File: src/rtl/rgb_gray_fb_writer_pkg.sv
// Shared types and luma constants for the RGB-to-gray frame-buffer writer.
package fb_writer_pkg;

   typedef enum logic [1:0] {
      ST_WRITE     = 2'd0,
      ST_WAIT_BANK = 2'd1,
      ST_DROP      = 2'd2
   } state_t;

   typedef enum logic {
      BANK_FREE = 1'b0,
      BANK_FULL = 1'b1
   } bank_state_t;

   localparam int COEF_R     = 77;
   localparam int COEF_G     = 150;
   localparam int COEF_B     = 29;
   localparam int LUMA_SHIFT = 8;

endpackage

File: src/rtl/rgb_gray_fb_writer_rgb2gray_pipe.sv
// Two-stage luma pipeline: S1 registers the channel products, S2 their sum.
// Pixel and frame tags travel alongside so downstream sees them aligned with gray.
module rgb2gray_pipe
   import fb_writer_pkg::*;
#(
   parameter int DATA_WIDTH = 8
) (
   input  logic                    clk,
   input  logic                    reset,
   input  logic [3*DATA_WIDTH-1:0] rgb_data,
   input  logic                    pixel_done,
   input  logic                    frame_done,
   output logic                    out_pix,
   output logic                    out_frame,
   output logic [DATA_WIDTH-1:0]   gray
);

   localparam int SW = 2 * DATA_WIDTH;

   logic [SW-1:0] prod_r;
   logic [SW-1:0] prod_g;
   logic [SW-1:0] prod_b;
   logic [SW-1:0] sum;
   logic          s1_pix;
   logic          s1_frame;

   always_ff @(posedge clk) begin
      if (reset) begin
         prod_r    <= '0;
         prod_g    <= '0;
         prod_b    <= '0;
         s1_pix    <= 1'b0;
         s1_frame  <= 1'b0;
         sum       <= '0;
         out_pix   <= 1'b0;
         out_frame <= 1'b0;
      end else begin
         prod_r    <= SW'(rgb_data[3*DATA_WIDTH-1 -: DATA_WIDTH]) * SW'(COEF_R);
         prod_g    <= SW'(rgb_data[2*DATA_WIDTH-1 -: DATA_WIDTH]) * SW'(COEF_G);
         prod_b    <= SW'(rgb_data[DATA_WIDTH-1 -: DATA_WIDTH])   * SW'(COEF_B);
         s1_pix    <= pixel_done;
         s1_frame  <= frame_done;
         sum       <= prod_r + prod_g + prod_b;
         out_pix   <= s1_pix;
         out_frame <= s1_frame;
      end
   end

   // Truncating shift: low bits of the sum are intentionally discarded.
   assign gray = sum[LUMA_SHIFT +: DATA_WIDTH];

   logic unused_lsb;
   assign unused_lsb = ^sum[LUMA_SHIFT-1:0];

endmodule

File: src/rtl/rgb_gray_fb_writer.sv
// Gray frame-buffer writer: ping-pong banks, frame publish, overflow drop, resync.
//   state        | meaning
//   ST_WRITE     | writing pixels into bank wbank
//   ST_WAIT_BANK | both banks full, waiting for a release
//   ST_DROP      | no bank was available, discarding rest of frame
module rgb_gray_fb_writer
   import fb_writer_pkg::*;
#(
   parameter int DATA_WIDTH   = 8,
   parameter int TOTAL_PIXELS = 9600,
   parameter int ADDR_WIDTH   = 14
) (
   input  logic                    clk,
   input  logic                    reset,
   input  logic [3*DATA_WIDTH-1:0] rgb_data,
   input  logic                    pixel_done,
   input  logic                    frame_done,
   input  logic                    buf_release,
   input  logic                    buf_release_bank,
   output logic                    wr_en,
   output logic [ADDR_WIDTH:0]     wr_addr,
   output logic [DATA_WIDTH-1:0]   wr_data,
   output logic                    frame_ready,
   output logic                    ready_bank,
   output logic                    overflow
);

   localparam logic [ADDR_WIDTH-1:0] LAST_IDX = ADDR_WIDTH'(TOTAL_PIXELS - 1);

   logic                  out_pix;
   logic                  out_frame;
   logic [DATA_WIDTH-1:0] gray;

   state_t                state;
   state_t                state_n;
   bank_state_t           bank_state [2];
   logic                  wbank;
   logic                  wbank_n;
   logic [ADDR_WIDTH-1:0] index;
   logic                  sat;

   logic [1:0] free_eff;
   logic       any_free;
   logic       free_bank;
   logic       eff_bank;
   logic       other_free;
   logic       can_write;
   logic       pix_ok;
   logic       complete;
   logic       drop;

   rgb2gray_pipe #(.DATA_WIDTH(DATA_WIDTH)) u_pipe (
      .clk        (clk),
      .reset      (reset),
      .rgb_data   (rgb_data),
      .pixel_done (pixel_done),
      .frame_done (frame_done),
      .out_pix    (out_pix),
      .out_frame  (out_frame),
      .gray       (gray)
   );

   // A release in this cycle already counts as a free bank.
   assign free_eff[0] = (bank_state[0] == BANK_FREE) || (buf_release && !buf_release_bank);
   assign free_eff[1] = (bank_state[1] == BANK_FREE) || (buf_release && buf_release_bank);
   assign any_free    = |free_eff;
   assign free_bank   = free_eff[0] ? 1'b0 : 1'b1;
   assign eff_bank    = (state == ST_WRITE) ? wbank : free_bank;
   assign other_free  = eff_bank ? free_eff[0] : free_eff[1];
   assign can_write   = (state == ST_WRITE) || ((state == ST_WAIT_BANK) && any_free);
   assign pix_ok      = out_pix && can_write && !sat;
   assign complete    = pix_ok && out_frame && (index == LAST_IDX);
   assign drop        = out_pix && !pix_ok;

   always_ff @(posedge clk) begin
      if (reset) state <= ST_WRITE;
      else       state <= state_n;
   end

   always_comb begin
      state_n = state;
      wbank_n = wbank;
      case (state)
         ST_WRITE: begin
            if (complete) begin
               if (other_free) wbank_n = ~eff_bank;
               else            state_n = ST_WAIT_BANK;
            end
         end
         ST_WAIT_BANK: begin
            if (any_free) begin
               wbank_n = free_bank;
               state_n = ST_WRITE;
               if (complete) begin
                  if (other_free) wbank_n = ~eff_bank;
                  else            state_n = ST_WAIT_BANK;
               end
            end else if (out_pix && !out_frame) begin
               state_n = ST_DROP;
            end
         end
         ST_DROP: begin
            if (out_frame) begin
               if (any_free) begin
                  wbank_n = free_bank;
                  state_n = ST_WRITE;
               end else begin
                  state_n = ST_WAIT_BANK;
               end
            end
         end
         default: state_n = ST_WRITE;
      endcase
   end

   always_comb begin
      wr_en       = pix_ok;
      wr_addr     = '0;
      wr_data     = '0;
      frame_ready = complete;
      if (pix_ok) begin
         wr_addr = {eff_bank, index};
         wr_data = gray;
      end
   end

   always_ff @(posedge clk) begin
      if (reset) begin
         wbank         <= 1'b0;
         bank_state[0] <= BANK_FREE;
         bank_state[1] <= BANK_FREE;
         index         <= '0;
         sat           <= 1'b0;
         ready_bank    <= 1'b0;
         overflow      <= 1'b0;
      end else begin
         wbank    <= wbank_n;
         overflow <= overflow | drop;
         if (complete) ready_bank <= eff_bank;
         // Publishing takes priority over a release of the same bank.
         for (int b = 0; b < 2; b++) begin
            if (complete && (eff_bank == 1'(b)))
               bank_state[b] <= BANK_FULL;
            else if (buf_release && (buf_release_bank == 1'(b)) && (bank_state[b] == BANK_FULL))
               bank_state[b] <= BANK_FREE;
         end
         if (out_frame) begin
            index <= '0;
            sat   <= 1'b0;
         end else if (out_pix) begin
            if (index == LAST_IDX) sat   <= 1'b1;
            else                   index <= index + 1'b1;
         end
      end
   end

endmodule

File: config.mk
export PLATFORM = sky130hd
export DESIGN_NAME = rgb_gray_fb_writer
export DESIGN_NICKNAME = d
export VERILOG_FILES = /design/src/rtl/rgb_gray_fb_writer_pkg.sv /design/src/rtl/rgb_gray_fb_writer_rgb2gray_pipe.sv /design/src/rtl/rgb_gray_fb_writer.sv
export SDC_FILE = /design/constraint.sdc
export NUM_CORES = 1
export LEC_CHECK = 0
export BUFFER_PORTS_ARGS = -buffer_cell sky130_fd_sc_hd__buf_2
export CORE_MARGIN = 2
export CORE_UTILIZATION = 60
export CTS_CLUSTER_SIZE = 14
export DETAILED_ROUTE_END_ITERATION = 10
export PLACE_DENSITY = 0.88
export SLEW_MARGIN = 25
export SYNTH_ARGS = -nofsm -noshare
export SYNTH_HDL_FRONTEND = slang
export SYNTH_HIERARCHICAL = 1
export SYNTH_SLANG_ARGS = --single-unit
File: constraint.sdc
create_clock -name clk -period 6.44 [get_ports clk]
set_input_delay 1.288 -clock clk [delete_from_list [all_inputs] [get_ports clk]]
set_output_delay 1.288 -clock clk [all_outputs]
set_load 0.1 [all_outputs]
# Yosys cells after proc, flatten, opt, wreduce, memory -nomap -nowiden
# Memory sizes are Yosys's and may differ from the RTL's.
# Cells that the tools add are included.
[totals] regBits=88 latch_bits=0 ramBits=2 rom_bits=0 inputBits=30 output_inout_bits=27 word_cells=115 n_memories=1
[mem_list] name="bank_state" words=2 word_bits=1 rd=2 rd_clocked_by_memory_dff=0 wr=2 line="rgb_gray_fb_writer.sv:36" text="bank_state_t bank_state [2];"
[op_classes] n_addsub=3 n_mul=3 n_div=0 magnitude_cmp=0 eq_ne=10 shifts=0 mux=42 bitwise_logic=10 n_reduce_logical=29
[ops] op="$mux 1" count=33
[ops] op="$add 16x16->16" count=2
[ops] op="$mul 8x7->15 const B" count=2
[ops] op="$mux 15" count=1
[ops] op="$add 14x1->14 const B" count=1
[ops] op="$eq 14x14->1 const B" count=1
[ops] op="$logic_and 1x1->1" count=14
[ops] op="$mul 8x5->13 const B" count=1
[ops] op="$mux 2" count=5
[ops] op="$ne 2x2->1 const B" count=5
[ops] op="$mux 8" count=1
[ops] op="$pmux 2 s3" count=1
[ops] op="$reduce_and 6->1" count=1
[ops] op="$not 1->1" count=5
[ops] op="$or 1x1->1" count=5
[ops] op="$logic_not 1->1" count=4
[ops] op="$reduce_and 2->1" count=2
[ops] op="$reduce_and 4->1" count=1
[ops] op="$reduce_or 2->1" count=2
[ops] op="$logic_or 1x1->1" count=3
[ops] op="$ne 3x2->1 const B" count=1
[ops] op="$pmux 1 s3" count=1
[ops] op="$reduce_bool 3->1" count=1
[ops] op="$eq 2x1->1 const B" count=1
[ops] op="3 further kinds" count=3

# Depth between registers and ports, before layout
# Gate-level depths: netlist (run 1).
[logic_depth] depth_word=16 mapped_depth=13 mapped_depth_nobuf=13

# Hierarchy
# The synthesis (run 1) kept the hierarchy.
[by_module_without_submodules] mod="rgb2gray_pipe" instances=1 cells_each=555 area_each_um2=5285.1 seq_area_each_um2=1101.1
[by_module_without_submodules] mod="rgb_gray_fb_writer" instances=1 cells_each=181 area_each_um2=1483.9 seq_area_each_um2=450.4

# Least setup slack after synthesis (run 1)
# OpenSTA, ideal clock, no wires.
[synth_path] path_type="in2reg" startpoint="input rgb_data[12]" endpoint="register u_pipe.prod_g[13]" setup_ns=0.121 arrival_time_ns=4.455 required_time_ns=6.319 setup_slack_ns=1.864 path_stages=12 path_buffers=0 cell_sequence="ha_1 ha_1 inv_1 fa_1 fa_1 inv_1 ha_1 or2_2 a21oi_1 a21oi_1 o41ai_1 mux2_2"
[synth_between] elab_chain_len=1
[synth_rtl] element="from (decl)" line="rgb_gray_fb_writer.sv:15" text="input logic [3*DATA_WIDTH-1:0] rgb_data,"
[synth_rtl] element="$mul 8x7->15" line="rgb_gray_fb_writer_rgb2gray_pipe.sv:39" text="prod_g <= SW'(rgb_data[2*DATA_WIDTH-1 -: DATA_WIDTH]) * SW'(COEF_G);"
[synth_rtl] element="to (signal assigned)" line="rgb_gray_fb_writer_rgb2gray_pipe.sv:39"
[synth_rtl] element="to (decl)" line="rgb_gray_fb_writer_rgb2gray_pipe.sv:21" text="logic [SW-1:0] prod_g;"
# Every way passes these cells.
# A chain may end at the register's enable or synchronous reset.

# Worst setup path in the final report (run 1)
# Ends and elaborated chain as after synthesis.

==> impl_metrics.tcl, run 1 <==
set metrics [dict create \
    outcome "complete, no violations" \
    worstSetupPathType "input pin to flop" \
    rr_worst_depth 8 \
    worst_pin_slew_ns 0.853 \
    fin_nets 971 \
    netlist-cell-type-count 79 \
    min_from "u_pipe/s1_pix$_SDFF_PP0_" \
    fin_util_pct 68.3 \
    route.detailed.drc 0 \
    viasPerCell 5.87 \
    clk_latency_ns 0.33 \
    port_buffers 56 \
    die_h_microns 110 \
    finClkSkew_ns 0.0108 \
    finalInstanceArea_sq_mm 0.00747 \
    cts_setup_buffers 0 \
    grtUsageTotal_pct 24.7 \
    clk_pin_slew_ns 0.06 \
    p_seq_share_pct 25.2 \
    period_share_pct 72.9 \
    p_per_area_mw_per_mm2 336 \
    syn-num-nets 923 \
    tns_ns 0 \
    dp_hpwl_microns 11100 \
    max_freq_ghz 0.213 \
    mostFrequentLayoutCells "ha_1, inv_1, dfxtp_1" \
    synthCells 736 \
    r2r-start "u_pipe/prod_g[3]$_SDFF_PP0_" \
    core_area_sq_mm 0.0109 \
    die_w_microns 110 \
    worstPathMaxFanout 5 \
    cts_buffers 9 \
    worstSetupEndpointType "flop" \
    wirelength_microns 14500 \
    drt-pass1-iter-count 5 \
    synthFlopType "dfxtp_1" \
    grt_overflow 0 \
    relSlewSlack_pct 43.0 \
    min_delay_worst_endpoint "u_pipe/out_pix$_SDFF_PP0_" \
    regArea_sq_mm 0.00155 \
    crit_buf_inv 3 \
    crit_top_cell "ha_1" \
    num-fill-cells 832 \
    swShare_pct 41.2 \
    cp.required_ns 6.66 \
    multiInputGateArea_sq_mm 0.00484 \
    startpoint "rgb_data[12]" \
    avgSynthCellArea_sq_um 9.20 \
    synth_fa_ha_area_share_pct 33.2 \
    p_comb_share_pct 53.7 \
    synthXorXnorAreaFrac_pct 2.59 \
    min_path_cells 1 \
    cts-htree-levels 3 \
    cts_resized 0 \
    ant_nets 0 \
    yosys_warnings 6 \
    cts_hold_buf 0 \
    p_leak_uw 0.00378 \
    synth-seq-cells 77 \
    synth_top_family_by_area "adder cells" \
    antenna_found_initial 0 \
    rrSetupSlack_ns 3.59 \
    synth_edf_count 1 \
    cts-root-buf "clkbuf_16" \
    cp_slowest_cell "fa_1" \
    startpoint_type "input pin" \
    die_area_sq_mm 0.0121 \
    insertedDiodeCount 0 \
    setup_viol 0 \
    initial_core_util_pct 61.9 \
    r2r-end "u_pipe/sum[11]$_SDFF_PP0_" \
    seq_area_frac_synth_pct 22.9 \
    min_path_type "flop to flop" \
    p_clk_share_pct 21.1 \
    syn_to_final_growth_pct 10.4 \
    peakVddDrop_mv 0.205 \
    synth-simple-area-share_pct 17.8 \
    synthMuxAreaShare_pct 1.33 \
    num_vias 5457 \
    cts_tree "done" \
    rows 38 \
    cp_slowest_stage_delay_ns 0.51 \
    power.switching_uw 1030 \
    timing.final.crit_period_ns 4.70 \
    ys_async_sr_fraction_pct 0 \
    hold_viol 0 \
    grt_pass1_wl_microns 23900 \
    critical_path.top_delay_family "adder cells" \
    slew_viol_final 0 \
    intPower_uw 1480 \
    io_pins 57 \
    rsz0062_at_grt "no" \
    grt_pass1_vias 5500 \
    crit_chain "buf_2 > ha_1 > ha_1 > inv_1 > fa_1 > fa_1 > inv_1 > ha_1 > or2_2 > a21oi_1 > a21oi_1 > o41ai_1 > mux2_2" \
    layout-drive-gt1-share_pct 12.0 \
    placed_cell_area_sq_mm 0.00715 \
    synth_compound_area_share_pct 16.5 \
    ctsLongestPathBuffers 2 \
    cts_sinks 77 \
    layout_commonest_cell "ha_1" \
    grt_max_degree 77 \
    cap_violations 0 \
    drtIter0Drc 392 \
    syn_area_sq_mm 0.00677 \
    globalplace.congestion 0.956 \
    wl_per_cell_microns 15.6 \
    arrival_ns 4.91 \
]
-- power groups by stage --
stage | combinational, uW | sequential (uW) | clock (uW)
after floorplan | 1030 | 620 | 0
after global placement | 1240 | 635 | 0
after detailed placement | 1290 | 640 | 0
after CTS | 1320 | 631 | 542
after global routing | 1490 | 640 | 557
final | 1350 | 632 | 529
-- Yosys cell counts, types with 4 or more instances --
| library cell | count | share of area (%) |
|---|---|---|
| nor3_1 | 18 | 1.3 |
| and4_1 | 4 | 0.52 |
| and3_1 | 29 | 2.7 |
| nor2b_1 | 21 | 1.9 |
| o21ai_0 | 26 | 1.9 |
| a211oi_1 | 11 | 1.2 |
| nor3b_1 | 6 | 0.67 |
| a21oi_1 | 33 | 2.4 |
| mux2_2 | 4 | 0.67 |
| or3_1 | 9 | 0.83 |
| nand4_1 | 4 | 0.37 |
| clkbuf_1 | 16 | 0.89 |
| o21a_1 | 13 | 1.4 |
| o21bai_1 | 4 | 0.44 |
| nand2_1 | 25 | 1.4 |
| ha_1 | 119 | 22 |
| nand3_1 | 8 | 0.59 |
| fa_1 | 38 | 11 |
| nand2b_1 | 5 | 0.46 |
| and2_1 | 8 | 0.74 |
| nor4_1 | 5 | 0.46 |
| nor2_1 | 58 | 3.2 |
| xor2_1 | 13 | 1.7 |
| inv_1 | 79 | 4.4 |
| xnor2_1 | 7 | 0.91 |
| a31oi_1 | 6 | 0.55 |
| or2_2 | 5 | 0.46 |
| dfxtp_1 | 76 | 22 |
| o211a_1 | 6 | 0.89 |
| a21o_1 | 10 | 1.1 |
-- registers in the layout, summed over array words and instances, names as in the netlist --
register,flops
u_pipe/s1_frame,1
u_pipe/sum,8
u_pipe/out_frame,1
state,2
u_pipe/prod_b,13
overflow,1
sat,1
u_pipe/prod_r,15
u_pipe/s1_pix,1
u_pipe/out_pix,1
ready_bank,1
wbank,1
u_pipe/prod_g,15
index,14
bank_state,2
-- final cells by class --
class | instances | area share (%)
multi-input combinational | 559 | 64.8
sequential | 77 | 20.8
clock buffer | 11 | 3.11
clock inverter | 5 | 1.14
timing repair buffer | 57 | 3.85
inverter | 80 | 4.02
tap | 140 | 2.34
-- per-layer routing --
metal / vias up / share of wire [%] / global-route usage, %
met3: 39 / 3.9 / 4.23
li1: 2715 / - / -
met4: 0 / 3.0 / 9.55
met5: - / 0 / 0
met2: 149 / 52 / 46.3
met1: 2554 / 42 / 27.8
-- metrics by stage --
step                      worst slack, ns  power [uW]  instances  hold WS, ns
after global routing                 1.65        2690        929        0.450
after floorplan                      1.86        1650        736        0.414
after detailed placement             1.50        1930        913        0.431
after global placement               1.61        1870        913        0.418
after CTS                            1.78        2490        929        0.434
final                                1.74        2510        929        0.429
-- kinds of logic (layout without fill, tap and decap cells) --
family | Yosys count | in the layout
AO/OA/AOI/OAI | 155 | 155
adder cells (fa/ha/maj) | 157 | 157
XOR/XNOR | 20 | 20
AND/OR/NAND/NOR | 219 | 219
multiplexers | 8 | 8
buffers and inverters | 100 | 153
flip-flops | 77 | 77
-- worst max path at each step --
stage          cells after the start                            to
3_5_place_dp                      13  u_pipe/prod_g[13]$_SDFF_PP0_
2_1_floorplan                     12  u_pipe/prod_g[13]$_SDFF_PP0_
4_1_cts                           13  u_pipe/prod_g[13]$_SDFF_PP0_
5_1_grt                           13  u_pipe/prod_g[13]$_SDFF_PP0_
3_3_place_gp                      13  u_pipe/prod_g[13]$_SDFF_PP0_
6_report                          13  u_pipe/prod_g[13]$_SDFF_PP0_
(Power assumes the default switching activity.)
==> run 2, diff against run 1 <==
Settings changed: ABC_AREA from default to 1.
Clock period 6.44 ns to 4.52 ns, I/O delays scaled along.
==> run 2 against run 1 <==
  * Clock power increased by 31%
  * Worst setup slack got worse by 0.78 ns
  * Final cell count increased by 30%
  * Combinational power increased by 41%
  * Count of clock-buffer cells in the layout increased by 1
  * First-iteration DRC count increased by 13%
  * Critical path type unchanged
  * Critical endpoint is now u_pipe/prod_r[12]$_SDFF_PP0_
==> impl_metrics.tcl, run 2 <==
set metrics [dict create \
    rr_worst_depth 10 \
    layout_commonest_cell "nand2_1" \
    min_path_cells 2 \
    min_path_type "flop to flop" \
    antenna_found_initial 1 \
    core_area_sq_mm 0.0116 \
    worst_pin_slew_ns 1.03 \
    min_from "u_pipe/s1_pix$_SDFF_PP0_" \
    cts_buffers 9 \
    relSlewSlack_pct 31.0 \
    grt_pass1_wl_microns 27500 \
    netlist-cell-type-count 45 \
    startpoint_type "input pin" \
    r2r-start "u_pipe/prod_g[3]$_SDFF_PP0_" \
    grt_overflow 0 \
    max_freq_ghz 0.281 \
    worst_slack_ns 0.964 \
    die_area_sq_mm 0.0129 \
    drt-pass1-iter-count 5 \
    rows 39 \
    synth_common_cells "nand2_1, inv_1, nor2_1, ha_1, dfxtp_1" \
    initial_core_util_pct 62.2 \
    ant_nets 0 \
    worstPathMaxFanout 6 \
    finClkSkew_ns 0.00724 \
    grt_max_degree 34 \
    ys_async_sr_fraction_pct 0 \
    synth_top_cell_area_share_pct 21.2 \
    port_buffers 56 \
    p_comb_share_pct 54.7 \
    die_h_microns 113 \
    grtUsageTotal_pct 26.2 \
    fin_util_pct 68.2 \
    wl_per_cell_microns 13.2 \
    slew_viol_final 0 \
    startpoint "rgb_data[20]" \
    drtIter0Drc 441 \
    rrSetupSlack_ns 2.36 \
    synth_edf_count 1 \
    period_share_pct 78.7 \
    p_per_area_mw_per_mm2 442 \
    arrival_ns 3.82 \
    cts_sinks 77 \
    seq_area_frac_synth_pct 21.6 \
    yosysMostFrequentCell "nand2_1" \
    yosys_warnings 6 \
    cts_resized 0 \
    cts_tree "done" \
    cts-htree-levels 3 \
    wirelength_microns 15900 \
    num-fill-cells 937 \
    timing.final.crit_period_ns 3.56 \
    route.detailed.drc 0 \
    clk_latency_ns 0.34 \
    layout-drive-gt1-share_pct 10.2 \
    post-place-ws_ns 0.641 \
    swShare_pct 44.8 \
    cts-root-buf "clkbuf_16" \
    syn_to_final_growth_pct 9.68 \
    finalInstanceArea_sq_mm 0.00788 \
    cts_setup_buffers 0 \
    setup_viol 0 \
    placed_cell_area_sq_mm 0.00760 \
    worstSetupEndpointType "flop" \
    insertedDiodeCount 0 \
    power.switching_uw 1560 \
    largestRegisters "u_pipe/prod_g (15), u_pipe/prod_r (15), index (14)" \
    fin_nets 1247 \
    tns_ns 0 \
    syn_area_sq_mm 0.00719 \
    hold_viol 0 \
    viasPerCell 5.30 \
    cp.required_ns 4.79 \
    rsz0062_at_grt "no" \
    avgSynthCellArea_sq_um 7.18 \
    intPower_uw 1920 \
    p_leak_uw 0.00424 \
    io_pins 57 \
    cts_hold_buf 0 \
    cap_violations 0 \
    num_vias 6397 \
    p_clk_share_pct 20.0 \
    synthTopCellsByArea "dfxtp_1, ha_1, nand2_1, fa_1, inv_1" \
    syn-num-nets 1188 \
    globalplace.congestion 0.956 \
    worstSetupPathType "input pin to flop" \
    ctsLongestPathBuffers 2 \
    mostFrequentLayoutCells "nand2_1, inv_1, nor2_1" \
    synthFlopType "dfxtp_1" \
    die_w_microns 113 \
    outcome "complete, no violations" \
    synth-seq-cells 77 \
    p_seq_share_pct 25.4 \
    grt_pass1_vias 6282 \
    dp_hpwl_microns 12900 \
    synth_top_cell_by_area "dfxtp_1" \
    clk_pin_slew_ns 0.06 \
    peakVddDrop_mv 0.319 \
    synthCells 1001 \
]
-- run 2: cells by family (layout without fill, tap and decap cells) --
group                    Yosys count  in the layout  share of synthesized area, %
AO/OA/AOI/OAI                    106            106                          8.02
adder cells (fa/ha/maj)          157            157                          31.3
buffers and inverters            213            275                          11.4
flip-flops                        77             77                          21.6
AND/OR/NAND/NOR                  441            441                          26.9
XOR/XNOR                           7              7                         0.853
-- run 2: cell type report --
class	instances	area (sq um)	area share (%)
clock buffer	12	246	3.13
clock inverter	2	35.0	0.444
inverter	205	772	9.79
multi-input combinational	711	4820	61.1
sequential	77	1550	19.7
tap	143	179	2.27
timing repair buffer	56	280	3.55
-- run 2: critical path, stage by stage --
cell	delay (ns)
buf_2	0.13
ha_1	0.29
ha_1	0.27
inv_1	0.05
fa_1	0.50
fa_1	0.52
inv_1	0.04
ha_1	0.35
a21oi_1	0.27
o21ai_0	0.13
nand2_1	0.09
nand3_1	0.07
nand2_1	0.06
inv_1	0.04
nor2_1	0.10
-- run 2: path summary, 6_finish.rpt --
kind / endpoint
hold / removal: u_pipe/out_pix$_SDFF_PP0_
setup / recovery: u_pipe/prod_r[12]$_SDFF_PP0_
hold reg to reg: u_pipe/out_pix$_SDFF_PP0_
setup reg to reg: u_pipe/sum[8]$_SDFF_PP0_
-- run 2: through the flow --
stage,hold slack (ns),instances,power [uW]
6_report,0.403,1206,3480
3_5_place_dp,0.395,1192,2740
4_1_cts,0.404,1206,3460
2_1_floorplan,0.388,1001,2320
3_3_place_gp,0.394,1192,2660
5_1_grt,0.426,1206,3810
-- run 2: power by group through the flow --
stage          clock (uW)  combinational (uW)  sequential [uW]
2_1_floorplan           0                1450              874
3_3_place_gp            0                1770              893
3_5_place_dp            0                1850              897
4_1_cts               699                1880              884
5_1_grt               728                2180              896
6_report              695                1900              884
-- run 2: routing by layer --
layer,vias up,track usage [%],share of wire (%)
met5,-,0,0.082
met4,2,8.54,2.3
met3,35,3.77,4.8
met2,184,46.8,49
met1,2924,32.5,44
li1,3252,-,-
==> run 3, diff against run 2 <==
Settings changed: CORE_UTILIZATION 60 to 56, PLACE_DENSITY 0.88 to 0.86.
Clock period 4.52 ns to 2.9 ns, I/O delays scaled along.
==> run 3 against run 2 <==
  * The flow now finishes with violations (negative setup slack)
  * Final cell count rose by 7.5%
  * Critical path type unchanged
  * Worst setup slack got worse by 1.2 ns
  * Sequential power grew 55%
  * Non-clock buffer count increased by 60
  * Utilization rose by 3.0 points
==> impl_metrics.tcl, run 3 (synthesis gave the netlist of run 2 again) <==
set metrics [dict create \
    outcome "finished, violations left" \
    violations "negative setup slack" \
    syn_to_final_growth_pct 24.5 \
    wl_per_cell_microns 14.0 \
    ctsLongestPathBuffers 2 \
    grt_pass1_vias 6317 \
    largestRegisters "u_pipe/prod_g (15), u_pipe/prod_r (15), index (14)" \
    die_area_sq_mm 0.0138 \
    layout_commonest_cell "nand2_1" \
    drtIter0Drc 487 \
    fin_util_pct 71.2 \
    grtUsageTotal_pct 24.6 \
    worstSetupPathType "input pin to flop" \
    num_vias 6792 \
    core_area_sq_mm 0.0126 \
    cts_hold_buf 0 \
    arrival_ns 3.35 \
    clk_pin_slew_ns 0.06 \
    wirelength_microns 18100 \
    cap_violations 0 \
    min_path_type "flop to flop" \
    power_uw 6180 \
    route.detailed.drc 0 \
    layout-drive-gt1-share_pct 21.6 \
    worstSetupEndpointType "flop" \
    ant_nets 0 \
    setup_viol 8 \
    die_w_microns 117 \
    cts_tree "done" \
    peakVddDrop_mv 0.417 \
    rsz0062_at_grt "yes" \
    port_buffers 56 \
    grt_pass1_wl_microns 27000 \
    slew_viol_final 0 \
    cts-htree-levels 3 \
    relSlewSlack_pct 57.8 \
    fin_nets 1307 \
    max_freq_ghz 0.320 \
    cts-root-buf "clkbuf_16" \
    mostFrequentLayoutCells "nand2_1, inv_1, nor2_1" \
    clk_latency_ns 0.33 \
    post-place-ws_ns -0.327 \
    grt_max_degree 26 \
    dp_hpwl_microns 12900 \
    p_leak_uw 0.00459 \
    cts_buffers 9 \
    antenna_found_initial 0 \
    cp.required_ns 3.13 \
    period_share_pct 108 \
    worst_pin_slew_ns 0.630 \
    drt-pass1-iter-count 5 \
    insertedDiodeCount 0 \
    rows 41 \
    initial_core_util_pct 57.2 \
    p_per_area_mw_per_mm2 690 \
    viasPerCell 5.24 \
    startpoint_type "input pin" \
    cts_sinks 77 \
    finClkSkew_ns 0.00229 \
    grt_overflow 0 \
    worst_slack_ns -0.221 \
    timing.final.crit_period_ns 3.12 \
    io_pins 57 \
    hold_viol 0 \
    globalplace.congestion 0.940 \
    die_h_microns 117 \
    worstPathMaxFanout 4 \
]
-- run 3: cell count changes in the layout (fill, tap and decap cells not counted), sizes merged --
| cell | before | now |
|---|---|---|
| inv | 205 | 206 |
| clkbuf | 12 | 33 |
| clkinvlp | 0 | 2 |
| buf | 56 | 94 |
-- run 3: final cells by class --
cell class	instances	area, sq um
well taps	172	215
flip-flops and latches	77	1550
multi-input cells	711	5270
repair buffers	116	832
fillers	909	3620
clock buffers	11	243
clock inverters	5	58.8
inverters	205	777
-- run 3: what timing repair did --
| item | 4_1_cts | 5_1_grt |
|---|---|---|
| setup endpoints to repair | 0 | 43 |
| resized for setup | 0 | 94 |
| endpoints found under the hold margin | 0 | 0 |
| buffers inserted | 0 | 0 |
-- run 3: stage by stage --
stage,cell area (sq um),cells,TNS (ns),hold WS [ns]
after floorplan,7390,1001,-1.90,0.388
after global placement,8300,1281,-4.77,0.419
after detailed placement,8300,1281,-6.11,0.429
after CTS,8600,1297,0,0.439
after global routing,8950,1297,-1.45,0.446
final,8950,1297,-0.575,0.438
-- run 3: worst max-delay path, stage by stage --
cell	delay (ns)
buf_2	0.14
ha_1	0.30
ha_1	0.31
fa_1	0.44
ha_1	0.29
ha_1	0.37
a21oi_1	0.25
nor2_1	0.11
nor2_1	0.24
nand4_1	0.17
nand2_1	0.09
nor2_1	0.04
-- run 3: layer usage --
layer / track usage (%) / part of all wire, % / vias up
met5: 0 / 0 / -
met4: 9.57 / 3.8 / 0
met3: 3.76 / 3.8 / 67
li1: - / - / 3380
met2: 44.3 / 51 / 199
met1: 29.5 / 42 / 3146
-- run 3: final timing paths --
path,startpoint,end,slack (ns),cells past startpoint
min reg2reg,u_pipe/s1_frame$_SDFF_PP0_,u_pipe/out_frame$_SDFF_PP0_,0.44,2
max,rgb_data[13],u_pipe/prod_g[13]$_SDFF_PP0_,-0.22,12
min,u_pipe/s1_frame$_SDFF_PP0_,u_pipe/out_frame$_SDFF_PP0_,0.44,2
max reg2reg,u_pipe/prod_g[3]$_SDFF_PP0_,u_pipe/sum[12]$_SDFF_PP0_,0.65,9
-- run 3: report_power, final --
part	internal [uW]	switching (uW)
logic	1480	2200
registers	1260	113
clock network	691	441
